==> config.mk <==
export PLATFORM = sky130hd
export DESIGN_NAME = textcon_writer
export DESIGN_NICKNAME = d
export VERILOG_FILES = /design/src/rtl/textcon_writer.sv
export SDC_FILE = /design/constraint.sdc
export NUM_CORES = 1
export LEC_CHECK = 0
export BUFFER_PORTS_ARGS = -buffer_cell sky130_fd_sc_hd__buf_4
export CAP_MARGIN = 20
export CORE_MARGIN = 2
export CORE_UTILIZATION = 60
export DETAILED_ROUTE_END_ITERATION = 8
export MAX_ROUTING_LAYER = met4
export PLACE_DENSITY = 0.82
export SLEW_MARGIN = 20
export SYNTH_ARGS = -nofsm -noshare
export SYNTH_HDL_FRONTEND = slang
export SYNTH_SLANG_ARGS = --single-unit
==> constraint.sdc <==
create_clock -name clk -period 10.9 [get_ports clk]
set_input_delay 1.09 -clock clk [delete_from_list [all_inputs] [get_ports clk]]
set_output_delay 1.09 -clock clk [all_outputs]
set_load 0.02 [all_outputs]
==> src/rtl/textcon_writer.sv <==
// Character-stream front end for the text console: cursor tracking, control codes, scrolling and clears.
// Optional feature macro: TEXTCON_WRITER_AUTOWRAP_EN (implicit newline after writing the last column).
module textcon_writer #(
  parameter int         COLS   = 240,
  parameter int         ROWS   = 67,
  parameter int         ADDR_W = 14,
  parameter logic [7:0] ATTR   = 8'h0F
) (
  input  logic              clk,
  input  logic              rst_n,
  input  logic [7:0]        in_data,
  input  logic              in_valid,
  output logic              in_ready,
  output logic              wr_en,
  output logic [ADDR_W-1:0] wr_addr,
  output logic [15:0]       wr_data,
  output logic [7:0]        cur_col,
  output logic [6:0]        cur_row,
  output logic [6:0]        scroll_base,
  output logic              busy
);

  localparam logic [7:0]        LAST_COL = 8'(COLS - 1);
  localparam logic [6:0]        LAST_ROW = 7'(ROWS - 1);
  localparam logic [7:0]        ROWS_W   = 8'(ROWS);
  localparam logic [ADDR_W-1:0] COLS_A   = ADDR_W'(COLS);
  localparam logic [ADDR_W-1:0] CELLS    = ADDR_W'(COLS * ROWS);
  localparam logic [15:0]       BLANK    = {ATTR, 8'h20};

  typedef enum logic [1:0] {IDLE, STEP, CLR_LINE, CLR_ALL} state_t;

  state_t            state;
  logic [ADDR_W-1:0] clr_cnt;
  logic [7:0]        row_sum;
  logic [6:0]        phys_row;
  logic [ADDR_W-1:0] row_base;
  logic [6:0]        next_base;
  logic              printable;
  logic              newline;

  // Both operands are below ROWS, so one conditional subtract gives the modulo.
  always_comb begin
    row_sum   = {1'b0, cur_row} + {1'b0, scroll_base};
    phys_row  = (row_sum >= ROWS_W) ? 7'(row_sum - ROWS_W) : row_sum[6:0];
    row_base  = ADDR_W'(phys_row) * COLS_A;
    next_base = (scroll_base == LAST_ROW) ? 7'd0 : scroll_base + 7'd1;
    printable = (in_data >= 8'h20) && (in_data <= 8'h7E);
`ifdef TEXTCON_WRITER_AUTOWRAP_EN
    newline   = (in_data == 8'h0A) || (printable && (cur_col == LAST_COL));
`else
    newline   = (in_data == 8'h0A);
`endif
  end

  always_ff @(posedge clk or negedge rst_n) begin
    if (!rst_n) begin
      state       <= CLR_ALL;
      clr_cnt     <= '0;
      wr_en       <= 1'b0;
      wr_addr     <= '0;
      wr_data     <= '0;
      cur_col     <= '0;
      cur_row     <= '0;
      scroll_base <= '0;
      in_ready    <= 1'b0;
      busy        <= 1'b1;
    end else begin
      case (state)
        IDLE: begin
          wr_en <= 1'b0;
          if (in_valid && in_ready) begin
            in_ready <= 1'b0;
            clr_cnt  <= '0;
            state    <= STEP;
            if (printable) begin
              wr_en   <= 1'b1;
              wr_addr <= row_base + ADDR_W'(cur_col);
              wr_data <= {ATTR, in_data};
              if (cur_col != LAST_COL) cur_col <= cur_col + 8'd1;
            end else begin
              case (in_data)
                8'h0D: cur_col <= '0;
                8'h08: if (cur_col != 8'd0) cur_col <= cur_col - 8'd1;
                8'h0C: begin
                  cur_col     <= '0;
                  cur_row     <= '0;
                  scroll_base <= '0;
                  busy        <= 1'b1;
                  state       <= CLR_ALL;
                end
                default: ;
              endcase
            end
            // Later assignments override the column update above for LF and wraps.
            if (newline) begin
              cur_col <= '0;
              if (cur_row != LAST_ROW) begin
                cur_row <= cur_row + 7'd1;
              end else begin
                scroll_base <= next_base;
                busy        <= 1'b1;
                state       <= CLR_LINE;
              end
            end
          end
        end
        STEP: begin
          wr_en    <= 1'b0;
          in_ready <= 1'b1;
          state    <= IDLE;
        end
        CLR_LINE, CLR_ALL: begin
          if (clr_cnt == ((state == CLR_LINE) ? COLS_A : CELLS)) begin
            wr_en    <= 1'b0;
            busy     <= 1'b0;
            in_ready <= 1'b1;
            state    <= IDLE;
          end else begin
            wr_en   <= 1'b1;
            wr_addr <= (state == CLR_LINE) ? row_base + clr_cnt : clr_cnt;
            wr_data <= BLANK;
            clr_cnt <= clr_cnt + ADDR_W'(1);
          end
        end
        default: state <= IDLE;
      endcase
    end
  end

endmodule

* Yosys cells after proc, flatten, opt, wreduce, memory -nomap -nowiden *
Index checks and enable logic that the tools add are counted.

cells by class
  add/sub/neg operators = 9
  multiply operators = 1
  order comparisons = 3
  eq/ne operators = 17
  muxes and demuxes = 49
  reduce and logical (&&, ||, !) cells = 14

operator list
  kind                     count
  $mux W14                 7
  $mux W7                  10
  $pmux W14 S2             2
  $mux W16                 3
  $eq A8 B4 Y1 const B     4
  $mux W8                  4
  $pmux W16 S2             1
  $pmux W8 S2              1
  $add A14 B1 Y14 const B  1
  $add A14 B14 Y14         1
  $add A14 B8 Y14          1
  $add A7 B1 Y7 const B    2
  $eq A14 B14 Y1           1
  $mux W2                  6
  $mux W1                  11
  $mul A7 B4 Y10 const B   1
  $add A7 B7 Y8            1
  $add A8 B1 Y8 const B    1
  $ge A8 B6 Y1 const B     1
  $ge A8 B7 Y1 const B     1
  $le A8 B7 Y1 const B     1
  $ne A2 B2 Y1 const B     4
  $ne A8 B8 Y1 const B     1
  $reduce_bool A8 Y1       1
  20 further kinds         26

storage, ports and cells
  flip-flop bits (word level) = 71
  bits of input ports = 11
  output and inout bits = 55
  logic and storage cells = 103

* Logic depth before layout (Yosys ltp) *
  word-level depth = 8
  mapped depth = 26
  mapped depth without buffers = 26

* Worst setup path after synthesis *
Ideal clock, no wire load.

  path kind = flip-flop to flip-flop
  from = reg cur_row[0]
  to = reg wr_addr[13]
  setup time = 0.126 ns
  data arrival time = 6.321 ns
  data required time = 10.774 ns
  slack = 4.453 ns
  stages on the path, launching flop included = 25
  buffers on the path = 1
  clock period less this slack = 6.447 ns
  cells stage by stage = dfrtp_1 -> ha_1 -> fa_1 -> ha_1 -> clkbuf_1 -> or4_4 -> o21ai_4 -> a2111o_1 -> xor2_1 -> fa_1 -> fa_1 -> inv_1 -> ha_1 -> o21ai_0 -> a21oi_1 -> nor4_1 -> a311oi_1 -> inv_1 -> ha_1 -> a21oi_1 -> nand2_1 -> or3_1 -> a21oi_1 -> xnor2_1 -> o21ai_1

between the ends
  longest elaborated chain between the ends = 8
  elaborated cells on any way between the ends = 12
  classes of those cells = add/sub: 4; mul: 1; order compare: 1; mux: 6

ends and longest elaborated chain
  what                                                        RTL line  text
  start: declaration                                          18        output logic [6:0] cur_row,
  start signal: assignment                                    98        cur_row <= cur_row + 7'd1;
  $add A7 B7 Y8 *                                             43        row_sum = {1'b0, cur_row} + {1'b0, scroll_base};
  $sub A7 B7 Y7 / $ge A8 B7 Y1 (equally long branches)        44        phys_row = (row_sum >= ROWS_W) ? 7'(row_sum - ROWS_W) : row_sum[6:0];
  $mux W7 *                                                   44
  $mul A7 B4 Y10 *                                            45        row_base = ADDR_W'(phys_row) * COLS_A;
  $add A14 B14 Y14 / $add A14 B8 Y14 (equally long branches)  120, 77
  $mux W14, on equally long branches                          120, 75
  $mux W14, on equally long branches                          113, 71
  $pmux W14 S2 *                                              68        case (state)
  end signal: assignment                                      77        wr_addr <= row_base + ADDR_W'(cur_col);
  end signal: assignment                                      120       wr_addr <= (state == CLR_LINE) ? row_base + clr_cnt : clr_cnt;
  end: declaration                                            15        output logic [ADDR_W-1:0] wr_addr,

Every way passes the cells marked *; elsewhere a longest branch is shown, timed or not. The select of a mux whose other input is x is not followed.
A chain may end at the register's enable or synchronous reset.

* Worst setup path in the final report *
Same ends and word-level chain as after synthesis.

==> flow_summary.yaml <==
outcome:
  status: "finished, final reports clean"
sta:
  finalHoldViolations: 0
  skew_ns: 0.01253
  maxSlewViolCount: 0
  finalSetupViolations: 0
  rsz0062_at_grt: "no"
  finalSetupTns_ns: 0
  worst-slew-pin-transition_ns: 0.9636
  period_needed_ns: 6.949
  clock.fmax_ghz: 0.1439
  fin_crit_sh_pct: 63.75
  max-slew-margin-rel_pct: 35.54
grt:
  globalRouteOverflowTotal: 0
  antenna_found_initial: 0
  grt_pass1_vias: 4914
  track_usage_pct: 29.98
  grt_max_degree: 65
  grt_pass1_wl_um: 23550
yosys:
  avgSynthCellArea_um2: 8.484
  synthTopCellsByArea: "dfrtp_1, ha_1, o21ai_0"
  synth_warnings: 0
  synth_seq_cells: 64
  yosysMostFrequentCell: "o21ai_0"
  synth_area_um2: 5489
  synth_cell_type_count: 73
  synth_common_cells: "o21ai_0, dfrtp_1, nand2_1, nor2_1, ha_1"
  netlist.area_leader.share_pct: 27.81
  async_reset_ff_share_pct: 100.0
  synth-seq-area-share_pct: 29.25
  yosys_most_used_dff: "dfrtp_1"
  synth_cells: 647
  synth_area_leader_cell: "dfrtp_1"
  synth_edf_count: 0
routing:
  vias: 4970
  via_per_inst: 6.136
  drt-pass1-iter-count: 6
  avgRoutedWirePerCell_um: 16.88
  drc: 0
  antenna_left: 0
  wirelength_um: 13670
  first_iter_violations: 257
place:
  dp_hpwl_um: 10470
  place_congestion: 0.8868
  io_buffer_count: 61
clocking:
  cts-root-buf: "clkbuf_8"
  cts.sinks: 64
  cts_tree: "yes"
  cts-resized-gates: 0
  cts-htree-levels: 3
  clk_latency_ns: 0.35
  hold_buffers: 0
  path_clk_slew_ns: 0.08
  cts_buffer_depth: 2
  cts_made_buffers: 9
  post_cts_buffers: 0
pwr:
  p_leak_uw: 0.003035
  vdd_ir_drop_max_mv: 0.06132
  power_uw: 491.0
  power.density_nw_per_um2: 79.00
setup_path:
  criticalPathCategory: "flip-flop to flip-flop"
  crit_required_ns: 11.12
  endpoint_kind: "flip-flop"
  reg2reg_slack_ns: 3.95
  arrival_ns: 7.16
  cp-start-kind: "flip-flop"
  cp_max_fo: 13
layout:
  finalNetCount: 764
  insertedDiodeCount: 0
  area_delta_synth_final_pct: 13.22
  layout-drive-gt1-share_pct: 14.81
die:
  die_w_um: 99.65
  ios: 66
  fp.dieH_um: 99.65
  coreArea_um2: 8806
  dieArea_um2: 9929
  start_util_pct: 62.33
  std_cell_rows: 34
run:
  cap_violations: 0
worst_hold_path:
  hold_path.class: "flip-flop to flip-flop"
==> flip-flops by register name, summed over array words and instances (netlist names) <==
register and count:
cur_row 7, cur_col 8, wr_en 1, clr_cnt 14, in_ready 1, wr_data 9, busy 1, scroll_base 7
wr_addr 14, state 2
==> worst max-delay path, cell delays in order (launching register included) <==
cell and delay (ns):
dfrtp_1 0.45, ha_1 0.27, fa_1 0.41, xor2_1 0.77, or4_4 0.29, o21ai_4 0.09, a2111o_1 0.49, xor2_1 0.41
fa_1 0.52, fa_1 0.52, inv_1 0.04, ha_1 0.34, o21ai_0 0.10, a21oi_1 0.19, nor4_1 0.07, a311oi_1 0.48
inv_1 0.09, ha_1 0.36, a21oi_1 0.17, nand2_1 0.07, or3_1 0.30, a21oi_1 0.17, xnor2_1 0.13, o21ai_1 0.07
==> layout by cell type (no fill, tap or decap), types with 9 or more instances in the layout <==
master and instances:
nor2_1 58, o21ai_0 63, ha_1 44, dfrtp_1 61, xor2_1 19, nand4_1 14
nand2b_1 10, clkbuf_8 9, buf_4 64, and3_1 12, xnor2_1 21, a21o_1 9
nand2_1 61, nand3_1 26, a21oi_1 38, fa_1 12, inv_1 42
==> worst paths after layout <==
kind	start	endpoint	cells after the start
worst max register to register	cur_row[0]	wr_addr[13]	23
min in group asynchronous	rst_n	wr_data[10]	1
worst min register to register	wr_addr[6]	wr_addr[6]	2
worst min-delay path	wr_addr[6]	wr_addr[6]	2
max in group asynchronous	rst_n	scroll_base[0]	1
worst max-delay path	cur_row[0]	wr_addr[13]	23
==> per-stage QoR <==
stage	cells	setup WS (ns)	hold WS (ns)	cell area [µm²]	util, %
finish	810	3.951	0.4835	6215	70.57
CTS	810	4.003	0.4840	6215	70.57
detailed placement	794	4.013	0.4723	5987	67.99
floorplan	650	4.453	0.5026	5500	-
global placement	794	4.266	0.4616	5987	67.99
global route	810	3.508	0.5137	6215	70.57
==> power by group <==
part | internal (µW) | switching [µW]
sequential | 237 | 0
combinational | 5.14 | 11.9
clock | 131 | 106
total | 374 | 117
==> cell families after synthesis <==
family	count (synthesis)	synth area share [%]
xor+xnor	42	6.975
flops	64	29.25
fa+ha+maj	56	14.41
simple gates	235	21.63
mux	10	2.006
compound gates	169	20.36
other cells	1	0.06832
buf+inv	70	5.311
==> area by class of cell <==
type	count	area [µm²]
clock buffer	9	123.9
clock inverter	7	103.9
fill	714	2591
inverter	42	157.7
multi-input combinational	516	3608
sequential	64	1605
tap	108	135.1
timing repair buffer	64	480.5
==> layer usage <==
metal	global-route usage [%]	routed length, µm	vias up
met4	9.062	302	0
met3	4.216	851	28
met1	39.04	5805	2359
li1	-	-	2403
met2	48.91	6713	180
met5	-	0	-
Power figures use the tool's default switching activity.
